$ cat config.mk
export PLATFORM = sky130hd
export DESIGN_NAME = reg_file_mp_amisha_flat
export DESIGN_NICKNAME = d
export VERILOG_FILES = /design/src/rtl/reg_file_mp_amisha_pkg.sv /design/src/rtl/reg_file_mp_amisha_if.sv /design/src/rtl/reg_file_mp_amisha_clr_seq.sv /design/src/rtl/reg_file_mp_amisha.sv /design/src/flat_wrapper.sv
export SDC_FILE = /design/constraint.sdc
export NUM_CORES = 1
export LEC_CHECK = 0
export BUFFER_PORTS_ARGS = -buffer_cell sky130_fd_sc_hd__buf_4
export CAP_MARGIN = 5
export CORE_AREA = 8 8 70 72
export DETAILED_ROUTE_END_ITERATION = 8
export DIE_AREA = 0 0 78 80
export PLACE_DENSITY = 0.72
export SLEW_MARGIN = 25
export SYNTH_ARGS = -nofsm -noshare
export SYNTH_HDL_FRONTEND = slang
export SYNTH_SLANG_ARGS = --single-unit
$ cat constraint.sdc
create_clock -name clk_amisha -period 2.2 [get_ports clk_amisha]
set_clock_uncertainty 0.05 [all_clocks]
set_input_delay 0.11 -clock clk_amisha [delete_from_list [all_inputs] [get_ports clk_amisha]]
set_output_delay 0.11 -clock clk_amisha [all_outputs]
set_load 0.005 [all_outputs]
$ cat src/rtl/reg_file_mp_amisha_pkg.sv
// Shared types and default geometry for the dual-read register file.
// Optional write-through bypass is selected with RF_WR_BYPASS_EN (see top).
package reg_file_pkg_amisha;

   localparam int unsigned RF_B_DEF = 8;
   localparam int unsigned RF_W_DEF = 2;

   typedef enum logic {
      ST_IDLE  = 1'b0,
      ST_CLEAR = 1'b1
   } rf_state_e;

endpackage

$ cat src/rtl/reg_file_mp_amisha_if.sv
// Bus bundle for the dual-read register file: one write port, two read ports,
// clear request and status flags.
interface reg_file_mp_amisha_if
   import reg_file_pkg_amisha::*;
#(
   parameter int unsigned B_amisha = RF_B_DEF,
   parameter int unsigned W_amisha = RF_W_DEF
);

   logic                wr_en_amisha;
   logic [W_amisha-1:0] w_addr_amisha;
   logic [B_amisha-1:0] w_data_amisha;
   logic [W_amisha-1:0] r_addr_a_amisha;
   logic [W_amisha-1:0] r_addr_b_amisha;
   logic [B_amisha-1:0] r_data_a_amisha;
   logic [B_amisha-1:0] r_data_b_amisha;
   logic                clr_req_amisha;
   logic                busy_amisha;
   logic                wr_drop_amisha;

   modport master (
      output wr_en_amisha, w_addr_amisha, w_data_amisha,
      output r_addr_a_amisha, r_addr_b_amisha, clr_req_amisha,
      input  r_data_a_amisha, r_data_b_amisha, busy_amisha, wr_drop_amisha
   );

   modport slave (
      input  wr_en_amisha, w_addr_amisha, w_data_amisha,
      input  r_addr_a_amisha, r_addr_b_amisha, clr_req_amisha,
      output r_data_a_amisha, r_data_b_amisha, busy_amisha, wr_drop_amisha
   );

endinterface

$ cat src/rtl/reg_file_mp_amisha_clr_seq.sv
// Clear sequencer: walks every entry once after reset or on request,
// driving a clear strobe and address and flagging busy meanwhile.
module rf_clr_seq_amisha
   import reg_file_pkg_amisha::*;
#(
   parameter int unsigned W_amisha = RF_W_DEF
) (
   input  logic                clk_amisha,
   input  logic                reset_amisha,
   input  logic                clr_req_amisha,
   output logic                busy_amisha,
   output logic                clr_en_amisha,
   output logic [W_amisha-1:0] clr_addr_amisha
);

   rf_state_e           state_q, state_d;
   logic [W_amisha-1:0] clr_ptr_q, clr_ptr_d;

   always_ff @(posedge clk_amisha) begin
      if (reset_amisha) begin
         state_q   <= ST_CLEAR;
         clr_ptr_q <= '0;
      end else begin
         state_q   <= state_d;
         clr_ptr_q <= clr_ptr_d;
      end
   end

   always_comb begin
      state_d       = state_q;
      clr_ptr_d     = clr_ptr_q;
      clr_en_amisha = 1'b0;
      unique case (state_q)
         ST_IDLE: begin
            if (clr_req_amisha) begin
               state_d   = ST_CLEAR;
               clr_ptr_d = '0;
            end
         end
         ST_CLEAR: begin
            clr_en_amisha = 1'b1;
            clr_ptr_d     = clr_ptr_q + 1'b1;
            // Depth is a power of two, so the last entry is all-ones and the pointer wraps to 0.
            if (&clr_ptr_q) state_d = ST_IDLE;
         end
         default: state_d = ST_CLEAR;
      endcase
   end

   assign busy_amisha     = (state_q == ST_CLEAR);
   assign clr_addr_amisha = clr_ptr_q;

endmodule

$ cat src/rtl/reg_file_mp_amisha.sv
// Dual-read, single-write register file with hardware clear and dropped-write flag.
// Define RF_WR_BYPASS_EN for same-cycle write-through on matching read addresses.
module reg_file_mp_amisha
   import reg_file_pkg_amisha::*;
#(
   parameter int unsigned B_amisha = RF_B_DEF,
   parameter int unsigned W_amisha = RF_W_DEF
) (
   input  logic                 clk_amisha,
   input  logic                 reset_amisha,
   reg_file_mp_amisha_if.slave  bus_amisha
);

   localparam int unsigned N_amisha = 2 ** W_amisha;

   logic [B_amisha-1:0] mem_q [N_amisha];
   logic                busy;
   logic                clr_en;
   logic [W_amisha-1:0] clr_addr;
   logic                wr_ok;
   logic                wr_drop_q, wr_drop_d;
   logic [B_amisha-1:0] rd_a, rd_b;

   rf_clr_seq_amisha #(
      .W_amisha (W_amisha)
   ) u_clr_seq (
      .clk_amisha      (clk_amisha),
      .reset_amisha    (reset_amisha),
      .clr_req_amisha  (bus_amisha.clr_req_amisha),
      .busy_amisha     (busy),
      .clr_en_amisha   (clr_en),
      .clr_addr_amisha (clr_addr)
   );

   // A clear request takes the edge, so a coincident write is rejected.
   assign wr_ok     = !busy && bus_amisha.wr_en_amisha && !bus_amisha.clr_req_amisha;
   assign wr_drop_d = bus_amisha.wr_en_amisha && (busy || bus_amisha.clr_req_amisha);

   // Array has no reset; contents are always swept by the clear that reset triggers.
   always_ff @(posedge clk_amisha) begin
      if (!reset_amisha) begin
         if (clr_en) begin
            mem_q[clr_addr] <= '0;
         end else if (wr_ok) begin
            mem_q[bus_amisha.w_addr_amisha] <= bus_amisha.w_data_amisha;
         end
      end
   end

   always_ff @(posedge clk_amisha) begin
      if (reset_amisha) wr_drop_q <= 1'b0;
      else              wr_drop_q <= wr_drop_d;
   end

   always_comb begin
      rd_a = mem_q[bus_amisha.r_addr_a_amisha];
      rd_b = mem_q[bus_amisha.r_addr_b_amisha];
`ifdef RF_WR_BYPASS_EN
      if (!busy && bus_amisha.wr_en_amisha) begin
         if (bus_amisha.r_addr_a_amisha == bus_amisha.w_addr_amisha) rd_a = bus_amisha.w_data_amisha;
         if (bus_amisha.r_addr_b_amisha == bus_amisha.w_addr_amisha) rd_b = bus_amisha.w_data_amisha;
      end
`else
      // Read-during-write returns the old entry; the new value shows next cycle.
`endif
      // Stale pre-clear contents must never leak out while sweeping.
      if (busy) begin
         rd_a = '0;
         rd_b = '0;
      end
   end

   assign bus_amisha.r_data_a_amisha = rd_a;
   assign bus_amisha.r_data_b_amisha = rd_b;
   assign bus_amisha.busy_amisha     = busy;
   assign bus_amisha.wr_drop_amisha  = wr_drop_q;

endmodule

$ cat src/flat_wrapper.sv
// flat-port wrapper written by rule: the top's interface ports become plain ports
module reg_file_mp_amisha_flat import reg_file_pkg_amisha::*;
#(
   parameter int unsigned B_amisha = RF_B_DEF,
   parameter int unsigned W_amisha = RF_W_DEF
)
  (clk_amisha, reset_amisha, bus_amisha_wr_en_amisha, bus_amisha_w_addr_amisha, bus_amisha_w_data_amisha, bus_amisha_r_addr_a_amisha, bus_amisha_r_addr_b_amisha, bus_amisha_clr_req_amisha, bus_amisha_r_data_a_amisha, bus_amisha_r_data_b_amisha, bus_amisha_busy_amisha, bus_amisha_wr_drop_amisha);
  reg_file_mp_amisha_if #(.B_amisha(B_amisha), .W_amisha(W_amisha)) bus_amisha_i ();
  input  logic clk_amisha;
  input  logic reset_amisha;
  input wire logic [$bits(bus_amisha_i.wr_en_amisha)-1:0] bus_amisha_wr_en_amisha;
  input wire logic [$bits(bus_amisha_i.w_addr_amisha)-1:0] bus_amisha_w_addr_amisha;
  input wire logic [$bits(bus_amisha_i.w_data_amisha)-1:0] bus_amisha_w_data_amisha;
  input wire logic [$bits(bus_amisha_i.r_addr_a_amisha)-1:0] bus_amisha_r_addr_a_amisha;
  input wire logic [$bits(bus_amisha_i.r_addr_b_amisha)-1:0] bus_amisha_r_addr_b_amisha;
  input wire logic [$bits(bus_amisha_i.clr_req_amisha)-1:0] bus_amisha_clr_req_amisha;
  output wire logic [$bits(bus_amisha_i.r_data_a_amisha)-1:0] bus_amisha_r_data_a_amisha;
  output wire logic [$bits(bus_amisha_i.r_data_b_amisha)-1:0] bus_amisha_r_data_b_amisha;
  output wire logic [$bits(bus_amisha_i.busy_amisha)-1:0] bus_amisha_busy_amisha;
  output wire logic [$bits(bus_amisha_i.wr_drop_amisha)-1:0] bus_amisha_wr_drop_amisha;
  assign bus_amisha_i.wr_en_amisha = bus_amisha_wr_en_amisha;
  assign bus_amisha_i.w_addr_amisha = bus_amisha_w_addr_amisha;
  assign bus_amisha_i.w_data_amisha = bus_amisha_w_data_amisha;
  assign bus_amisha_i.r_addr_a_amisha = bus_amisha_r_addr_a_amisha;
  assign bus_amisha_i.r_addr_b_amisha = bus_amisha_r_addr_b_amisha;
  assign bus_amisha_i.clr_req_amisha = bus_amisha_clr_req_amisha;
  assign bus_amisha_r_data_a_amisha = bus_amisha_i.r_data_a_amisha;
  assign bus_amisha_r_data_b_amisha = bus_amisha_i.r_data_b_amisha;
  assign bus_amisha_busy_amisha = bus_amisha_i.busy_amisha;
  assign bus_amisha_wr_drop_amisha = bus_amisha_i.wr_drop_amisha;
  reg_file_mp_amisha #(.B_amisha(B_amisha), .W_amisha(W_amisha)) u_core (.clk_amisha(clk_amisha), .reset_amisha(reset_amisha), .bus_amisha(bus_amisha_i));
endmodule
==> results of run 1 <==
==> cells in the final DEF (no fill, tap or decap) <==
master / netlist / final
nor3b_1: 3 / 2
nor2_1: 3 / 3
a31oi_1: 1 / 1
nor2b_1: 18 / 18
nand2_1: 1 / 1
nor4b_4: 1 / 1
and2_1: 3 / 3
ha_1: 1 / 1
nor3_2: 1 / 1
nor3b_2: 0 / 1
clkinv_2: 0 / 1
mux4_2: 16 / 16
clkbuf_8: 0 / 5
or2_2: 1 / 1
edfxtp_1: 32 / 32
dfxtp_1: 4 / 4
a21oi_1: 4 / 4
mux2i_1: 1 / 1
and2_2: 6 / 6
buf_4: 1 / 39
clkbuf_1: 3 / 1
nand4bb_1: 1 / 1
inv_1: 1 / 1
==> final cells by class <==
type                       count  area (um2)
fill                         333        1700
sequential                    36        1040
multi-input combinational     61         679
timing repair buffer          39         293
clock buffer                   6        72.6
tap                           50        62.6
clock inverter                 1        5.00
inverter                       1        3.75
==> per-stage QoR <==
| step | hold WS, ns | cell area [um2] | cells |
|---|---|---|---|
| detailed placement | 0.324 | 2080 | 187 |
| global route | 0.0369 | 2160 | 194 |
| CTS | 0.0256 | 2160 | 194 |
| floorplan | 0.227 | 1760 | 105 |
| finish | 0.0330 | 2160 | 194 |
| global placement | 0.314 | 2080 | 187 |
==> kinds of logic after synthesis <==
group,synth area share
AOI/OAI and AO/OA,0.0150
adders and majority gates,0.00714
buffers and inverters,0.0214
DFF,0.594
muxes,0.211
and+or+nand+nor,0.151
==> final timing paths <==
| kind | end | slack, ns | cells past startpoint |
|---|---|---|---|
| worst max-delay path | u_core.mem_q[1][7] | 0.15 | 3 |
| worst min-delay path | u_core.u_clr_seq.clr_addr_amisha[0] | 0.03 | 2 |
| worst max register to register | u_core.mem_q[1][7] | 0.15 | 3 |
| worst min register to register | u_core.u_clr_seq.clr_addr_amisha[0] | 0.50 | 2 |
==> power by group through the flow <==
stage	Clock (uW)	Sequential (uW)	Combinational, uW
CTS	435	791	174
floorplan	0	800	111
finish	430	791	171
detailed placement	0	806	173
global placement	0	803	167
global route	455	795	185
==> state kept, by name (all words and copies together) (netlist names) <==
signal and count:
u_core.bus_amisha.wr_drop_amisha 1, u_core.mem_q 32, u_core.u_clr_seq.busy_amisha 1, u_core.u_clr_seq.clr_addr_amisha 2
==> worst register-to-register path, stage by stage (launching register included) <==
cell,delay [ns]
dfxtp_1,0.42
nor4b_4,0.36
mux2i_1,0.39
and2_1,0.48
==> per-layer routing <==
metal  vias to the layer above  global-route usage  part of all wire
li1                        483                   -                 -
met1                       495               0.117              0.38
met2                        34               0.216              0.53
met3                         7              0.0507             0.069
met4                         0              0.0444             0.017
met5                         -                   0                 0
==> summary.txt, run 1 <==
Run status
  • Status: complete, no violations

Global routing
  • Largest net degree at the start of global routing: 13
  • Antenna violations before repair: 0
  • Global route overflow: 0
  • Vias in the first global route: 1,094
  • First-pass GRT wire length: 5550 um
  • Total track usage: 0.118

Placed design
  • Placer congestion estimate: 0.794
  • Port Buffers: 35
  • HPWL after DPL: 2640 um
  • Pre-CTS setup slack: 0.178 ns

Synthesis
  • FF+latch count, synth: 36
  • Post-synth top area share: 0.548
  • Post-synth EDFFs: 32
  • Synth area leaders: edfxtp_1 55%, mux4_2 21%, nor2b_1 6.4%
  • Seq/Total Area, Yosys: 0.594
  • Distinct cell type count after synthesis: 22
  • Most frequent cell after synthesis: edfxtp_1
  • Commonest cells post-synth: 32 x edfxtp_1, 18 x nor2b_1, 16 x mux4_2
  • Avg Cell Area, Syn: 16.7 um2
  • Dominant cell type by area after synthesis: edfxtp_1
  • Async SR Flop Fraction: 0
  • Mapped Nets: 124
  • Syn. warnings: 0
  • Synthesized cell area: 1750 um2
  • Ys flop type: edfxtp_1
  • Mapped Cells: 105

Pwr
  • Switch Pwr: 306 uW
  • Final Power: 1390 uW
  • Internal Pwr Total: 1090 uW
  • Leak Pwr: 0.000806 uW
  • Sequential share of power: 0.568
  • Logic gate share of total power: 0.123
  • Maximum VDD drop: 0.499 mV
  • Net Sw Frac: 0.220
  • Pwr Density: 645 nW/um2
  • Clock share of power: 0.309

Clocking
  • Clk_lat worst skew: 0.28 ns
  • Setup Fix Bufs, Post-CTS: 0
  • Cts repair resizes: 0
  • Hold-fix buffers, CTS: 0
  • CTS tree: yes
  • CTS clk-pin slew, worst paths: 0.06 ns
  • Inserted Clock Buffers: 5
  • Clock sinks: 36
  • Clk buf depth: 2
  • CTS root buffer: clkbuf_8
  • Htree depth: 2

Critical path
  • Crit-path slowest cell: and2_1
  • CP Capture Type: register
  • Critical Path, Cell by Cell: nor4b_4, mux2i_1, and2_1
  • Crit path from: u_core.u_clr_seq.busy_amisha
  • Critical path's top delay family: simple AND/OR/NAND/NOR gates
  • CP max FO: 10
  • Startpoint class of the critical path: register
  • FF-to-FF Start: u_core.u_clr_seq.busy_amisha
  • Critical Path AT: 1.92 ns
  • CP peak stage delay: 0.48 ns
  • Buf/Inv on CP: 0
  • Worst EP required: 2.08 ns
  • Kind of critical path: register to register

Floorplanning
  • Die ar.: 6240 um2
  • Die X: 78 um
  • Num ports: 36
  • Initial Utilization: 0.455
  • Chip height: 80 um
  • Core area: 3860 um2
  • Row count: 23

STA
  • Tmin final: 2.05 ns
  • Setup WS post-layout: 0.153 ns
  • Final Hold Viols: 0
  • Maximum clock rate: 488 MHz
  • Unrepaired setup endpoints after global routing: false
  • Max Slew Vio Count: 0
  • Slew margin rel.: 0.536
  • Setup tns final: 0 ns
  • Final period util: 0.931
  • Worst-margin pin slew: 0.692 ns
  • Setup Viol. Count Final: 0

Flow run
  • Max-cap violations: 0

Routing
  • Router iterations before antenna repair: 4
  • Initial DRC count: 45
  • Antenna Nets Post-Route: 0
  • DRC viols: 0
  • Routed len/inst: 18.2 um
  • Via count: 1,019
  • Post-Route WL: 3520 um
  • Vias/cell: 5.25

Hold path
  • Hold crit path type: input pin to register
  • Worst Min Path Start: reset_amisha

Cells and area
  • NumNets Final: 163
  • Ant diodes: 0
  • Share of layout cells above drive strength 1: 0.493
  • Area growth syn-to-layout: 23.1%
  • Core Util, Final: 0.559
Note: power is estimated with default switching activity, not from simulation.
==> run 2: changes to the inputs <==
CELL_PAD_IN_SITES_DETAIL_PLACEMENT = 0   (was unset)
CELL_PAD_IN_SITES_GLOBAL_PLACEMENT = 1   (was unset)
CORE_AREA = 8 8 76 78   (was 8 8 70 72)
CTS_CLUSTER_DIAMETER = 40   (was unset)
DIE_AREA = 0 0 84 86   (was 0 0 78 80)
PLACE_DENSITY = unset   (was 0.72)
PLACE_DENSITY_LB_ADDON = 0.1   (was unset)
==> run 2 against run 1 <==
Sequential power hardly changed. Register-to-register slack improved by 0.24 ns. Combinational power increased by 2%. Routed wire length is 4.2% higher. Cell area is 3.2% higher. Clock power grew 44%. Worst hold slack worse by 0.016 ns. Sequential share of layout area is 1.5 points lower. First-iteration DRC count down 4.4%. Non-clock buffer count rose by 2. Final cell count up 3.6%. Largest power group unchanged.
==> summary.txt, run 2 (same netlist as run 1, synthesis figures left out) <==
Routing
  • Post-Route WL: 3670 um (+4.2%)
  • Router iterations before antenna repair: 3 (-1)
  • Antenna Nets Post-Route: 0 (unchanged)
  • Initial DRC count: 43 (-4.4%)
  • Via count: 1,038 (+1.9%)
  • Vias/cell: 5.16 (-1.7%)
  • DRC viols: 0 (unchanged)
  • Routed len/inst: 18.3 um (+0.57%)

Cells and area
  • Largest register FFs: 32 (unchanged)
  • Core Util, Final: 0.484 (-0.0753)
  • Most frequent cells in the layout: 41 x buf_4, 32 x edfxtp_1, 18 x nor2b_1
  • Final Cell Area: 2230 um2 (+3.2%)
  • Commonest non-fill, non-tap cell in the layout: buf_4
  • Top reg by flops: u_core.mem_q
  • Share of layout cells above drive strength 1: 0.510 (+0.0171)
  • Area growth syn-to-layout: 27.0%
  • Ant diodes: 0 (unchanged)
  • NumNets Final: 165 (+1.2%)

Critical path
  • CP max FO: 24 (+14)
  • Startpoint class of the critical path: register
  • FF-to-FF Start: u_core.u_clr_seq.busy_amisha
  • Kind of critical path: register to register
  • CP peak stage delay: 0.34 ns (-0.14 ns)
  • CP Capture Type: register
  • Critical Path AT: 1.75 ns (-0.17 ns)
  • Crit path from: u_core.u_clr_seq.busy_amisha
  • Crit-path slowest cell: dfxtp_1
  • R2R depth: 5 (+2)
  • Worst EP required: 2.15 ns (+0.07 ns)
  • Most used cell, CP: buf_4
  • Critical Path, Cell by Cell: buf_4, nand4bb_1, a21oi_1, nor2b_1, buf_4

STA
  • Tmin final: 1.80 ns (-0.242 ns)
  • Max Slew Vio Count: 0 (unchanged)
  • Setup Viol. Count Final: 0 (unchanged)
  • Worst-margin pin slew: 0.372 ns (-0.319 ns)
  • Final Hold Viols: 0 (unchanged)
  • Setup WS post-layout: 0.395 ns (+0.242 ns)
  • Unrepaired setup endpoints after global routing: false
  • Setup tns final: 0 ns (unchanged)
  • Slew margin rel.: 0.752 (+0.215)
  • Maximum clock rate: 554 MHz (+13%)
  • Final period util: 0.820 (-0.110)

Pwr
  • Logic gate share of total power: 0.110 (-0.013)
  • Sequential share of power: 0.499 (-0.069)
  • Switch Pwr: 311 uW (+1.6%)
  • Pwr Density: 711 nW/um2 (+10%)
  • Clock share of power: 0.391 (+0.082)
  • Maximum VDD drop: 0.308 mV (-38%)
  • Net Sw Frac: 0.196 (-0.0235)
  • Internal Pwr Total: 1270 uW (+17%)
  • Leak Pwr: 0.000841 uW (+4.4%)

Floorplanning
  • Num ports: 36 (unchanged)
  • Die X: 84 um (+7.7%)
  • Row count: 25 (+8.7%)
  • Chip height: 86 um (+7.5%)
  • Core area: 4600 um2 (+19%)
  • Initial Utilization: 0.381 (-0.0734)
  • Die ar.: 7220 um2 (+16%)

Hold path
  • Worst Min Path Start: reset_amisha
  • Hold crit path type: input pin to register
  • Hold path depth: 2 (unchanged)

Placed design
  • HPWL after DPL: 2760 um (+4.5%)
  • Placed Area: 2100 um2 (+0.96%)
  • Placer congestion estimate: 0.693 (-13%)
  • Pre-CTS setup slack: 0.372 ns (+0.194 ns)
  • Port Buffers: 35 (unchanged)

Clocking
  • Hold-fix buffers, CTS: 0 (unchanged)
  • Inserted Clock Buffers: 5 (unchanged)
  • CTS tree: yes
  • Clk buf depth: 2 (unchanged)
  • Setup Fix Bufs, Post-CTS: 0 (unchanged)
  • Clk_lat worst skew: 0.28 ns (about the same)
  • Cts repair resizes: 0 (unchanged)
  • CTS clk-pin slew, worst paths: 0.07 ns (about the same)
  • Clock sinks: 36 (unchanged)
  • Htree depth: 2 (unchanged)
  • CTS root buffer: clkbuf_8

Global routing
  • Global route overflow: 0 (unchanged)
  • Antenna violations before repair: 0 (unchanged)
  • Total track usage: 0.107 (-0.0115)
  • First-pass GRT wire length: 5780 um (+4.1%)
  • Largest net degree at the start of global routing: 25 (+12)
  • Vias in the first global route: 1,150 (+5.1%)

Flow run
  • Max-cap violations: 0 (unchanged)

Run status
  • Status: complete, no violations
-- run 2: cell types whose count changed in the layout (fill, tap and decap cells not counted), sizes merged --
cell,change
bufinv,+1
clkbuf,+1
buf,+2
clkinv,-1
-- run 2: per-stage QoR --
stage | hold WS, ns | total power [uW] | std cells
floorplan | 0.227 | 911 | 105
global placement | 0.321 | 978 | 193
detailed placement | 0.324 | 985 | 193
CTS | 0.00691 | 1610 | 201
global route | 0.0240 | 1650 | 201
finish | 0.0174 | 1580 | 201
-- run 2: critical path: cells and delay by family, from the launching register on --
| kind | cells | cell delay [ns] |
|---|---|---|
| compound gates | 1 | 0.16 |
| buf+inv | 2 | 0.44 |
| flops | 1 | 0.34 |
| simple gates | 2 | 0.55 |
-- run 2: cell type report --
| type | instances | area, um2 |
|---|---|---|
| Clock buffer | 7 | 96.3 |
| Inverter | 1 | 3.75 |
| Multi-Input combinational cell | 61 | 679 |
| Clock inverter | 1 | 30.0 |
| Timing Repair Buffer | 41 | 308 |
| Fill cell | 413 | 2370 |
| Tap cell | 54 | 67.6 |
| Sequential cell | 36 | 1040 |
-- run 2: worst paths after layout --
path | end | slack (ns)
max | u_core.mem_q[3][3] | 0.40
min | u_core.u_clr_seq.clr_addr_amisha[0] | 0.02
max reg2reg | u_core.mem_q[3][3] | 0.40
min reg2reg | u_core.u_clr_seq.clr_addr_amisha[0] | 0.51
-- run 2: power groups by stage --
| stage | sequential, uW | combinational [uW] | clock [uW] |
|---|---|---|---|
| 3_3_place_gp | 803 | 175 | 0 |
| 4_1_cts | 790 | 180 | 638 |
| 5_1_grt | 793 | 192 | 664 |
| 6_report | 789 | 175 | 619 |
| 2_1_floorplan | 800 | 111 | 0 |
| 3_5_place_dp | 805 | 180 | 0 |
-- run 2: routing by layer --
layer | wire (um) | global-route usage
met1 | 1330 | 0.0986
met2 | 2040 | 0.198
met3 | 231 | 0.0493
met4 | 74 | 0.0440
met5 | 0 | 0
==> run 3: changes to the inputs <==
ABC_AREA = 1   (was unset)
CORE_AREA = 8 8 80 82   (was 8 8 76 78)
DIE_AREA = 0 0 88 90   (was 0 0 84 86)
clock period = 1.6 ns   (was 2.2 ns; I/O delays follow)
==> run 3 against run 2 <==
Synthesized area is 5.4% higher. Critical endpoint is now u_core.mem_q[3][6]. Sequential power up 39%. Combinational power is 58% higher. Critical path type unchanged. Largest cell class unchanged. Highest routed layer unchanged. Register-to-register slack worse by 0.30 ns.
==> summary.txt, run 3 <==
Critical path
  • CP peak stage delay: 0.35 ns (about the same)
  • Critical Path, Cell by Cell: nor2_4, nand2_4, nand2_1, nand3_2, nor2_1, buf_4
  • Critical Path AT: 1.45 ns (-0.30 ns)
  • Kind of critical path: register to register
  • Flop2flop setup slack: 0.1 ns (-0.30 ns)
  • Reg2Reg Capture Point: u_core.mem_q[3][6]
  • R2R depth: 6 (+1)
  • Crit-path slowest cell: dfxtp_1
  • CP max FO: 8 (-67%)
  • CP Capture Type: register
  • Worst EP required: 1.55 ns (-0.60 ns)
  • FF-to-FF Start: u_core.u_clr_seq.busy_amisha
  • Startpoint class of the critical path: register

Routing
  • Routed len/inst: 15.0 um (-18%)
  • Via count: 1,523 (+47%)
  • Antenna Nets Post-Route: 0 (unchanged)
  • DRC viols: 0 (unchanged)
  • Router iterations before antenna repair: 4 (+1)
  • Vias/cell: 4.94 (-4.2%)
  • Initial DRC count: 103 (+140%)
  • Post-Route WL: 4620 um (+26%)

Clocking
  • Clock sinks: 36 (unchanged)
  • Inserted Clock Buffers: 5 (unchanged)
  • Htree depth: 2 (unchanged)
  • Clk buf depth: 2 (unchanged)
  • CTS tree: yes
  • CTS clk-pin slew, worst paths: 0.08 ns (about the same)
  • Clk_lat worst skew: 0.28 ns (about the same)
  • CTS root buffer: clkbuf_8

Pwr
  • Switch Pwr: 509 uW (+64%)
  • Final Power: 2010 uW (+27%)
  • Pwr Density: 866 nW/um2 (+22%)
  • Clock share of power: 0.312 (-0.079)
  • Leak Pwr: 0.000987 uW (+17%)
  • Internal Pwr Total: 1500 uW (+18%)
  • Net Sw Frac: 0.254 (+0.0574)
  • Sequential share of power: 0.551 (+0.052)
  • Logic gate share of total power: 0.138 (+0.028)
  • Maximum VDD drop: 0.500 mV (+62%)

Synthesis
  • FF+latch count, synth: 36 (unchanged)
  • Synth area leaders: edfxtp_1 52%, o211ai_1 13%, nand2_1 7.3%
  • Most frequent cell after synthesis: nand2_1
  • Distinct cell type count after synthesis: 18 (-18%)
  • Post-synth top area share: 0.520 (-0.0282)
  • Post-synth EDFFs: 32 (unchanged)
  • Async SR Flop Fraction: 0 (unchanged)
  • Syn. warnings: 0 (unchanged)
  • Mapped Cells: 193 (+84%)
  • Avg Cell Area, Syn: 9.58 um2 (-43%)
  • Synthesized cell area: 1850 um2 (+5.4%)
  • Dominant cell type by area after synthesis: edfxtp_1
  • Commonest cells post-synth: 36 x nand2_1, 32 x edfxtp_1, 32 x inv_1, 32 x o211ai_1, 17 x a21oi_1
  • Mapped Nets: 212 (+71%)
  • Ys flop type: edfxtp_1
  • Seq/Total Area, Yosys: 0.563 (-0.0306)

Global routing
  • First-pass GRT wire length: 7360 um (+27%)
  • Antenna violations before repair: 0 (unchanged)
  • Vias in the first global route: 1,550 (+35%)
  • Global route overflow: 0 (unchanged)
  • Largest net degree at the start of global routing: 33 (+32%)
  • Total track usage: 0.121 (+0.0144)

Placed design
  • Placed Area: 2190 um2 (+4.4%)
  • HPWL after DPL: 3310 um (+20%)
  • Placer congestion estimate: 0.739 (+6.7%)
  • Port Buffers: 35 (unchanged)

Hold path
  • Hold EP: u_core.u_clr_seq.busy_amisha
  • Hold path depth: 3 (+1)
  • Worst Min Path Start: reset_amisha
  • Hold crit path type: input pin to register

Cells and area
  • Largest register FFs: 32 (unchanged)
  • Area growth syn-to-layout: 25.4%
  • Share of layout cells above drive strength 1: 0.254 (-0.256)
  • Commonest non-fill, non-tap cell in the layout: buf_4
  • Final Cell Area: 2320 um2 (+4.1%)
  • Top reg by flops: u_core.mem_q
  • Ant diodes: 0 (unchanged)
  • NumNets Final: 254 (+54%)
  • Most frequent cells in the layout: 45 x buf_4, 36 x nand2_1, 32 x inv_1, 32 x o211ai_1, 32 x edfxtp_1

STA
  • Unrepaired setup endpoints after global routing: false
  • Final period util: 0.938 (+0.118)
  • Final Hold Viols: 0 (unchanged)
  • Maximum clock rate: 666 MHz (+20%)
  • Tmin final: 1.50 ns (-0.304 ns)
  • Setup Viol. Count Final: 0 (unchanged)
  • Max Slew Vio Count: 0 (unchanged)
  • Slew margin rel.: 0.777 (+0.0251)
  • Worst-margin pin slew: 0.334 ns (-0.0380 ns)

Floorplanning
  • Core area: 5240 um2 (+14%)
  • Initial Utilization: 0.353 (-0.0283)
  • Die X: 88 um (+4.8%)
  • Die ar.: 7920 um2 (+9.6%)
  • Chip height: 90 um (+4.7%)
  • Row count: 27 (+8.0%)
  • Num ports: 36 (unchanged)

Flow run
  • Max-cap violations: 0 (unchanged)

Run status
  • Status: complete, no violations
-- run 3: kinds of logic (layout without fill, tap and decap cells) --
kind of cell | count (synthesis) | in the layout | share of synthesized area
buffers and inverters | 43 | 86 | 0.0982
and+or+nand+nor | 61 | 61 | 0.146
adders and majority gates | 1 | 1 | 0.00677
DFF | 36 | 36 | 0.563
AOI/OAI and AO/OA | 52 | 52 | 0.186
-- run 3: area by class of cell --
class	count	area, um2
clock buffer	5	68.8
clock inverter	3	18.8
fill	511	2920
inverter	32	120
multi-input combinational	114	631
sequential	36	1040
tap	72	90.1
timing repair buffer	46	348
-- run 3: how the worst max path moves through the flow --
| stage | start | endpoint |
|---|---|---|
| 2_1_floorplan | u_core.u_clr_seq.busy_amisha | u_core.mem_q[2][0] |
| 4_1_cts | u_core.u_clr_seq.busy_amisha | u_core.mem_q[3][6] |
| 6_report | u_core.u_clr_seq.busy_amisha | u_core.mem_q[3][6] |
| 5_1_grt | u_core.u_clr_seq.busy_amisha | u_core.mem_q[3][2] |
| 3_3_place_gp | u_core.u_clr_seq.busy_amisha | u_core.mem_q[3][1] |
| 3_5_place_dp | u_core.u_clr_seq.busy_amisha | u_core.mem_q[3][4] |
-- run 3: critical path, delay by kind of cell, from the launching register on --
kind	cells	cell delay, ns
flip-flops	1	0.35
AND/OR/NAND/NOR	5	0.63
buffers and inverters	1	0.18
-- run 3: routing by layer --
| metal | GRT usage | wire [um] |
|---|---|---|
| met5 | 0 | 0 |
| met4 | 0.0617 | 82 |
| met3 | 0.0291 | 305 |
| met2 | 0.190 | 2220 |
| met1 | 0.150 | 2010 |
-- run 3: what timing repair did --
action | in CTS | in global routing
hold endpoints to repair | 2 | 0
hold buffers | 1 | 0
resized for setup | 0 | 1
setup endpoints to repair | 0 | 32
buffers inserted | 0 | 3
-- run 3: through the flow --
step | setup slack (ns) | hold slack [ns] | TNS (ns) | utilization | instances
floorplan | -0.0485 | 0.102 | -1.54 | - | 193
global placement | 0.109 | 0.251 | 0 | 0.419 | 296
detailed placement | 0.0495 | 0.260 | 0 | 0.419 | 296
CTS | 0.0190 | 0.0382 | 0 | 0.437 | 305
global route | 0.0217 | 0.0684 | 0 | 0.443 | 308
finish | 0.0987 | 0.0574 | 0 | 0.443 | 308
-- run 3: power by group through the flow --
stage / clock, uW / sequential [uW] / combinational (uW)
5_1_grt: 693 / 1110 / 307
6_report: 625 / 1100 / 277
4_1_cts: 648 / 1100 / 276
3_5_place_dp: 0 / 1120 / 272
3_3_place_gp: 0 / 1130 / 264
2_1_floorplan: 0 / 1120 / 161
